===== config.mk =====
export PLATFORM = sky130hd
export DESIGN_NAME = pulse_ce_shift_multi
export DESIGN_NICKNAME = d
export VERILOG_FILES = /design/src/rtl/pulse_ce_shift_multi.sv
export SDC_FILE = /design/constraint.sdc
export NUM_CORES = 1
export LEC_CHECK = 0
export CAP_MARGIN = 0
export CORE_UTILIZATION = 35
export CTS_CLUSTER_DIAMETER = 40
export DETAILED_ROUTE_END_ITERATION = 10
export PLACE_DENSITY = 0.63
export SETUP_SLACK_MARGIN = 0.15
export SYNTH_ARGS = -nofsm -noshare
export SYNTH_HDL_FRONTEND = slang
export SYNTH_SLANG_ARGS = --single-unit

===== constraint.sdc =====
create_clock -name clk -period 2.8 [get_ports clk]
set_input_delay 0.28 -clock clk [delete_from_list [all_inputs] [get_ports clk]]
set_output_delay 0.28 -clock clk [all_outputs]
set_load 0.05 [all_outputs]

===== src/rtl/pulse_ce_shift_multi.sv =====
// Multi-channel pulse rate converter: queues 1-clk pulses per channel and re-issues each
// as one slow period (slow_ce to slow_ce) of pulse_out, plus a 1-clk pulse_stb.
module pulse_ce_lane #(
    parameter int CNT_W = 3,
    parameter int MODE  = 0
) (
    input  logic clk,
    input  logic rst,
    input  logic slow_ce,
    input  logic pulse_in,
    input  logic clr_ovf,
    output logic pulse_out,
    output logic pulse_stb,
    output logic pending,
    output logic overflow
);
    // Merge mode caps the queue at one so extra pulses collapse silently.
    localparam logic [CNT_W-1:0] MAX_PEND = (MODE != 0) ? CNT_W'(1) : {CNT_W{1'b1}};

    logic [CNT_W-1:0] pend;
    logic             busy;
    logic             inc;
    logic             dec;
    logic             at_max;
    logic             ovf_set;

    assign busy    = (pend != '0);
    assign inc     = pulse_in;
    assign dec     = slow_ce & busy;
    assign at_max  = (pend == MAX_PEND);
    assign ovf_set = (MODE == 0) && inc && !dec && at_max;
    assign pending = busy;

    always_ff @(posedge clk or posedge rst) begin
        if (rst) begin
            pend      <= '0;
            pulse_out <= 1'b0;
            pulse_stb <= 1'b0;
            overflow  <= 1'b0;
        end else begin
            if (inc && !dec && !at_max)
                pend <= pend + CNT_W'(1);
            else if (dec && !inc)
                pend <= pend - CNT_W'(1);

            // Issue decision looks at pend before this cycle's update.
            if (slow_ce)
                pulse_out <= busy;
            pulse_stb <= slow_ce & busy;

            if (ovf_set)
                overflow <= 1'b1;
            else if (clr_ovf)
                overflow <= 1'b0;
        end
    end
endmodule

module pulse_ce_shift_multi #(
    parameter int N_CH  = 4,
    parameter int CNT_W = 3,
    parameter int MODE  = 0
) (
    input  logic            clk,
    input  logic            rst,
    input  logic            slow_ce,
    input  logic [N_CH-1:0] pulse_in,
    input  logic            clr_ovf,
    output logic [N_CH-1:0] pulse_out,
    output logic [N_CH-1:0] pulse_stb,
    output logic [N_CH-1:0] pending,
    output logic [N_CH-1:0] overflow
);
    for (genvar c = 0; c < N_CH; c++) begin : g_ch
        pulse_ce_lane #(
            .CNT_W (CNT_W),
            .MODE  (MODE)
        ) u_lane (
            .clk       (clk),
            .rst       (rst),
            .slow_ce   (slow_ce),
            .pulse_in  (pulse_in[c]),
            .clr_ovf   (clr_ovf),
            .pulse_out (pulse_out[c]),
            .pulse_stb (pulse_stb[c]),
            .pending   (pending[c]),
            .overflow  (overflow[c])
        );
    end
endmodule

==> reports/results.ini, run 1 <==
[routing]
vias=1595
drcViolationCount=0
drt_iter0_markers=98
detail_route.wl_per_cell_um=13.3
detail_route.wirelength_um=3920
drt_first_pass_iters=4
vias_per_cell=5.43
postRouteAntennaNets=0

[timing]
fin_ws_ns=0.418
max_slew.worst_pin.slew_ns=0.496
slew_headroom=0.668
final-hold-violation-count=0
fin_skew_ns=0.00296
setup_total_negative_slack_ns=0
finalSetupViolCount=0
slew_violations=0
post-route-period-util=0.851
period_needed_ns=2.38
fmax_achieved_ghz=0.420
rsz0062_at_grt=no

[clock_tree]
cts.htree.levels=1
clkLatencyLatePin_ns=0.26
path_clk_slew_ns=0.09
clock_tree_from_tritoncts=yes
cts-buffers-inserted=3
post_cts_buffers=0
max-clock-path-buffers=2
count_of_clock_tree_sinks=24
ctsResizeCount=0
post_cts_hold_buffer_count=0
ctsRootBufferMaster=sky130_fd_sc_hd__clkbuf_8

[yosys]
most_frequent_cell_after_synthesis=sky130_fd_sc_hd__dfrtp_1
synthTopCellsByCount=sky130_fd_sc_hd__dfrtp_1 (24), sky130_fd_sc_hd__buf_4 (18), sky130_fd_sc_hd__o21ai_0 (17)
synth_cell_types=56
yosysSeqAreaShare=0.306
synth_area_leaders=sky130_fd_sc_hd__dfrtp_1 (31%), sky130_fd_sc_hd__buf_4 (6.9%), sky130_fd_sc_hd__o21ai_0 (4.3%)
ys_seq_elements=24
syn-instance-count=223
ys.flop_type=sky130_fd_sc_hd__dfrtp_1
synth_area_sq_mm=0.00196
async_reset_ff_frac=1.00
syn_area_per_cell_sq_um=8.81
mappedNetlistNets=235
yosys.area.top_type=sky130_fd_sc_hd__dfrtp_1
synth_top_area_frac=0.306
number_of_enable_flip_flop_cells_after_synthesis=0
yosys_warnings=0

[finish]
fin_util=0.415
drive_gt1_frac=0.112
nNetsFinal=238
antennaDiodeCount=0
finish.instance_area_sq_mm=0.00219
syn2layout_area_growth_pct=11.3

[power]
power.density_cell_area_mw_per_mm2=955
power.sequential.fraction=0.336
switching_power_uw=972
power_leakage_uw=0.000865
clock_power_share=0.099
design_power_total_uw=2090
peakVddDrop_uv=293
pint_uw=1120
power.share.combinational=0.565
sw_frac_of_total=0.465

[placed_design]
dpl-instance-area_sq_mm=0.00214
detailedPlace.worstSlack_ns=0.151
port_buffers=23
gp_congestion=0.857
post-dp-hpwl_um=2690

[setup_path]
cpPeakStageDelay_ns=0.64
worst_r2r_startpoint=g_ch[0].u_lane.pend[2]
crit_path_cell_trace=clkdlybuf4s50_1 > buf_4 > o21a_1 > nor2_1 > o21ai_0 > fa_1 > and3b_1 > o21ai_0 > o2111ai_1
maximum_net_fanout_on_the_critical_path=10
crit-reg2reg-capture=g_ch[0].u_lane.pend[1]
timing.reg2reg.worst_path_depth=7
timing.critical_path.from_type=primary input
critical_path.n_buffers_inverters=2
crit_path_end_kind=flip-flop
cpMaxStageDelayCell=sky130_fd_sc_hd__clkdlybuf4s50_1
timing.setup.critical_path_class=primary input to flip-flop
crit_arrival_ns=2.52
critical_path.most_common_cell=sky130_fd_sc_hd__o21ai_0
r2r_slack_ns=0.61
cpLargestDelayFamily=buffers and inverters
critical_path_required_ns=2.94

[global_route]
antenna_violations_before_repair=0
largest_net_degree_at_the_start_of_global_routing=25
vias_in_the_first_global_route=1474
global_route_wire_length_before_repair_um=6780
gr-usage-all-layers=0.138
globalRoute.totalOverflow=0

[die]
fp.dieH_um=76.9
x_dimension_of_the_die_um=76.9
dieArea_sq_mm=0.00592
core_region_area_sq_mm=0.00527
floorplan.io_pins=24
cell_rows=26
initial_util=0.373

[hold_path]
min_path_type=primary input to asynchronous set/reset pin

[status]
run_status=finished, final reports clean

[flow_run]
cap_viol_max_count=0

[layout by cell type (no fill, tap or decap), types with 3 or more instances in the layout]
| cell type | Yosys | final |
|---|---|---|
| sky130_fd_sc_hd__a21o_1 | 8 | 8 |
| sky130_fd_sc_hd__a21oi_1 | 10 | 10 |
| sky130_fd_sc_hd__and2_1 | 3 | 3 |
| sky130_fd_sc_hd__and3b_1 | 7 | 7 |
| sky130_fd_sc_hd__buf_4 | 18 | 13 |
| sky130_fd_sc_hd__clkbuf_8 | 0 | 3 |
| sky130_fd_sc_hd__clkdlybuf4s50_1 | 0 | 23 |
| sky130_fd_sc_hd__dfrtp_1 | 24 | 24 |
| sky130_fd_sc_hd__fa_1 | 4 | 4 |
| sky130_fd_sc_hd__inv_1 | 5 | 5 |
| sky130_fd_sc_hd__nand2_1 | 11 | 11 |
| sky130_fd_sc_hd__nand2b_1 | 6 | 6 |
| sky130_fd_sc_hd__nand3b_1 | 9 | 9 |
| sky130_fd_sc_hd__nand4_1 | 4 | 4 |
| sky130_fd_sc_hd__nor2_1 | 10 | 10 |
| sky130_fd_sc_hd__nor3b_1 | 6 | 6 |
| sky130_fd_sc_hd__o21ai_0 | 17 | 17 |
| sky130_fd_sc_hd__o21bai_1 | 5 | 5 |
| sky130_fd_sc_hd__o2bb2ai_1 | 4 | 4 |
| sky130_fd_sc_hd__or3_1 | 4 | 4 |
[worst min-delay path, stage by stage]
cell,delay [ns]
sky130_fd_sc_hd__clkdlybuf4s50_1,0.40
sky130_fd_sc_hd__inv_1,0.05
sky130_fd_sc_hd__buf_4,0.31
[metrics by stage]
step	cells	hold slack (ns)
after floorplan	223	0.295
after global placement	291	0.462
after detailed placement	291	0.470
after CTS	294	0.374
after global routing	294	0.397
final	294	0.370
[worst max path at each step]
| stage | from | to | slack, ns | cells past startpoint |
|---|---|---|---|---|
| 6_report | slow_ce | g_ch[3].u_lane.pend[1] | 0.42 | 9 |
| 5_1_grt | slow_ce | g_ch[3].u_lane.pend[1] | 0.26 | 9 |
| 4_1_cts | slow_ce | g_ch[3].u_lane.pend[1] | 0.44 | 9 |
| 3_5_place_dp | slow_ce | g_ch[3].u_lane.pend[1] | 0.15 | 9 |
| 3_3_place_gp | slow_ce | g_ch[2].u_lane.pend[2] | 0.18 | 9 |
| 2_1_floorplan | g_ch[1].u_lane.pend[1] | g_ch[1].u_lane.pend[1] | 0.73 | 8 |
[final cells by class]
type,instances,area [sq um]
clock buffer,3,41.3
fill,548,3080
inverter,6,22.5
multi-input combinational,155,1110
sequential,24,601
tap,70,87.6
timing repair buffer,36,328
[state kept, by name, summed over array words and instances (netlist names)]
register and cells:
g_ch.u_lane.pend 12, g_ch.u_lane.overflow 4, g_ch.u_lane.pulse_stb 4, g_ch.u_lane.pulse_out 4
[power groups by stage]
stage               logic [uW]  registers [uW]  clock network, uW
finish                    1180             701                207
global route              1310             736                226
CTS                       1180             702                218
detailed placement        1180             708                  0
global placement          1160             710                  0
floorplan                 1140             551                  0
[cell families after synthesis]
logic type | after synthesis | share of synthesized area
xor+xnor | 4 | 0.0178
buf+inv | 44 | 0.131
compound gates | 70 | 0.250
mux | 2 | 0.0108
fa+ha+maj | 4 | 0.0408
flops | 24 | 0.306
simple gates | 75 | 0.244
[layer usage]
metal / wire length [um] / part of all wire / vias up / track usage
met5: 0 / 0 / - / 0
met4: 34 / 0.0087 / 0 / 0.0538
met3: 141 / 0.036 / 2 / 0.0167
met2: 1850 / 0.47 / 37 / 0.219
met1: 1890 / 0.48 / 758 / 0.191
li1: - / - / 798 / -
(Power assumes the default switching activity.)
==> run 2: changes to the inputs <==
Settings changed: GPL_TIMING_DRIVEN set to 0, HOLD_SLACK_MARGIN set to 0.02.
==> run 2 against run 1 <==
  * Fmax fell by 4.4%
  * Non-clock buffer count grew 25
  * Sequential power decreased by 19%
  * Critical path type unchanged
  * Largest power group unchanged
==> reports/results.ini, run 2 (same netlist as run 1, synthesis figures left out) <==
[finish]
antennaDiodeCount=0  ; unchanged
nNetsFinal=263  ; was 238
largest_register=g_ch.u_lane.pend  ; unchanged
leading_cell_type_in_the_layout_fill_and_taps_excluded=sky130_fd_sc_hd__dfrtp_1  ; unchanged
mostFrequentLayoutCells=sky130_fd_sc_hd__dfrtp_1 (24), sky130_fd_sc_hd__clkdlybuf4s50_1 (23), sky130_fd_sc_hd__buf_4 (18)  ; was sky130_fd_sc_hd__dfrtp_1 (24), sky130_fd_sc_hd__clkdlybuf4s50_1 (23), sky130_fd_sc_hd__o21ai_0 (17)
layout_cells_excl_fill=320  ; was 294
finish.instance_area_sq_mm=0.00234  ; was 0.00219 sq mm
syn2layout_area_growth_pct=19.2  ; was 11.3%
largest_register_ff_count=12  ; unchanged
drive_gt1_frac=0.184  ; was 0.112
fill_cells=558  ; was 548

[hold_path]
min_path_type=flip-flop to flip-flop  ; was primary input to asynchronous set/reset pin
timing.hold.worst_path_depth=1
worst_hold_startpoint=g_ch[0].u_lane.pulse_out
worst_hold_path.endpoint=g_ch[0].u_lane.pulse_out

[clock_tree]
ctsRootBufferMaster=sky130_fd_sc_hd__clkbuf_8  ; unchanged
post_cts_hold_buffer_count=0  ; unchanged
post_cts_buffers=0  ; unchanged
clock_tree_from_tritoncts=yes  ; unchanged
max-clock-path-buffers=2  ; unchanged
cts.htree.levels=1  ; unchanged
ctsResizeCount=0  ; unchanged
cts-buffers-inserted=3  ; unchanged
path_clk_slew_ns=0.08  ; was 0.09 ns
clkLatencyLatePin_ns=0.27  ; was 0.26 ns
count_of_clock_tree_sinks=24  ; unchanged

[placed_design]
post-dp-hpwl_um=3030  ; was 2690 um
port_buffers=23  ; unchanged
gp_congestion=0.840  ; was 0.857
dpl-instance-area_sq_mm=0.00228  ; was 0.00214 sq mm
place.detailed.instances=316  ; was 291

[setup_path]
worst_setup_path_startpoint=slow_ce  ; unchanged
cpMaxStageDelayCell=sky130_fd_sc_hd__clkdlybuf4s50_1  ; unchanged
crit_path_end_kind=flip-flop  ; unchanged
critical_path.n_buffers_inverters=3  ; was 2
critical_path_required_ns=2.95  ; was 2.94 ns
r2r_slack_ns=0.45  ; was 0.61 ns
timing.setup.critical_path_class=primary input to flip-flop  ; unchanged
cpPeakStageDelay_ns=0.56  ; was 0.64 ns
crit_path_cell_trace=clkdlybuf4s50_1 > clkbuf_4 > clkbuf_4 > a21oi_1 > o21ai_0 > fa_1 > o21bai_1 > o311a_1 > a211o_1  ; was clkdlybuf4s50_1 > buf_4 > o21a_1 > nor2_1 > o21ai_0 > fa_1 > and3b_1 > o21ai_0 > o2111ai_1
crit-reg2reg-capture=g_ch[1].u_lane.pend[1]  ; was g_ch[0].u_lane.pend[1]
cpLargestDelayFamily=buffers and inverters  ; unchanged
maximum_net_fanout_on_the_critical_path=10  ; unchanged
worst_r2r_startpoint=g_ch[1].u_lane.pend[1]  ; was g_ch[0].u_lane.pend[2]
critical_path.most_common_cell=sky130_fd_sc_hd__clkbuf_4  ; was sky130_fd_sc_hd__o21ai_0
timing.critical_path.from_type=primary input  ; unchanged
timing.reg2reg.worst_path_depth=8  ; was 7
crit_arrival_ns=2.64  ; was 2.52 ns

[power]
power.sequential.fraction=0.252  ; was 0.336
power.share.combinational=0.640  ; was 0.565
pint_uw=1230  ; was 1120 uW
peakVddDrop_uv=271  ; was 293 uV
sw_frac_of_total=0.451  ; was 0.465
switching_power_uw=1010  ; was 972 uW
clock_power_share=0.108  ; was 0.099
power_leakage_uw=0.000962  ; was 0.000865 uW
design_power_total_uw=2240  ; was 2090 uW
power.density_cell_area_mw_per_mm2=958  ; was 955 mW/mm^2

[die]
floorplan.io_pins=24  ; unchanged
dieArea_sq_mm=0.00592  ; unchanged
cell_rows=26  ; unchanged
initial_util=0.373  ; unchanged
fp.dieH_um=76.9  ; unchanged
core_region_area_sq_mm=0.00527  ; unchanged
x_dimension_of_the_die_um=76.9  ; unchanged

[global_route]
global_route_wire_length_before_repair_um=7620  ; was 6780 um
antenna_violations_before_repair=0  ; unchanged
globalRoute.totalOverflow=0  ; unchanged
vias_in_the_first_global_route=1546  ; was 1474
gr-usage-all-layers=0.160  ; was 0.138
largest_net_degree_at_the_start_of_global_routing=25  ; unchanged

[timing]
rsz0062_at_grt=no  ; unchanged
final-hold-violation-count=0  ; unchanged
post-route-period-util=0.890  ; was 0.851
period_needed_ns=2.49  ; was 2.38 ns
fin_skew_ns=0.00736  ; was 0.00296 ns
finalSetupViolCount=0  ; unchanged
slew_headroom=0.370  ; was 0.668
max_slew.worst_pin.slew_ns=0.945  ; was 0.496 ns
fmax_achieved_ghz=0.401  ; was 0.420 GHz
slew_violations=0  ; unchanged

[status]
run_status=finished, final reports clean  ; unchanged

[flow_run]
cap_viol_max_count=0  ; unchanged

[routing]
detail_route.wl_per_cell_um=13.8  ; was 13.3 um
detail_route.wirelength_um=4430  ; was 3920 um
met3_wirelength_um=174  ; was 141 um
drt_first_pass_iters=5  ; was 4
routed.top_layer=met4  ; unchanged
met2_length_um=2110  ; was 1850 um
vias_per_cell=5.36  ; was 5.43
drcViolationCount=0  ; unchanged
wl_met1_um=2110  ; was 1890 um
postRouteAntennaNets=0  ; unchanged
drt_iter0_markers=132  ; was 98
vias=1716  ; was 1595

[run 2: metrics by stage]
stage,util,hold WS [ns],TNS (ns),setup WS (ns)
2_1_floorplan,-,0.295,0,0.728
3_3_place_gp,0.433,0.464,-0.0110,-0.0110
3_5_place_dp,0.433,0.470,-0.0208,-0.0208
4_1_cts,0.443,0.490,0,0.273
5_1_grt,0.444,0.500,0,0.151
6_report,0.444,0.485,0,0.307
[run 2: layout make-up]
class                           count  area [sq um]  area share
Buffer                             38           240       0.103
Clock buffer                        4          55.1      0.0235
Inverter                            6          22.5     0.00962
Multi-Input combinational cell    155          1110       0.472
Sequential cell                    24           601       0.256
Tap cell                           70          87.6      0.0374
Timing Repair Buffer               23           230      0.0983
[run 2: worst reg2reg max path, stage by stage (launching register included)]
cell,delay (ns)
sky130_fd_sc_hd__dfrtp_1,0.40
sky130_fd_sc_hd__clkbuf_1,0.34
sky130_fd_sc_hd__nor2_1,0.11
sky130_fd_sc_hd__o21ba_2,0.20
sky130_fd_sc_hd__o21ai_0,0.20
sky130_fd_sc_hd__fa_1,0.51
sky130_fd_sc_hd__and3b_1,0.19
sky130_fd_sc_hd__o21ai_0,0.16
sky130_fd_sc_hd__nand4_1,0.11
[run 2: worst max path at each step]
stage	cells past startpoint	end	slack (ns)
6_report	9	g_ch[0].u_lane.pend[1]	0.31
5_1_grt	9	g_ch[0].u_lane.pend[1]	0.15
4_1_cts	9	g_ch[0].u_lane.pend[1]	0.27
3_5_place_dp	9	g_ch[0].u_lane.pend[1]	-0.02
3_3_place_gp	9	g_ch[0].u_lane.pend[1]	-0.01
2_1_floorplan	8	g_ch[1].u_lane.pend[1]	0.73
[run 2: metal layers]
layer	GRT usage	vias up
met2	0.254	46
met5	0	-
met4	0.0500	0
li1	-	846
met3	0.0190	2
met1	0.223	822
[run 2: power by group through the flow]
stage	sequential, uW	clock [uW]	combinational [uW]
finish	565	242	1440
CTS	567	249	1430
detailed placement	573	0	1430
global placement	574	0	1420
global route	591	261	1580
floorplan	551	0	1140
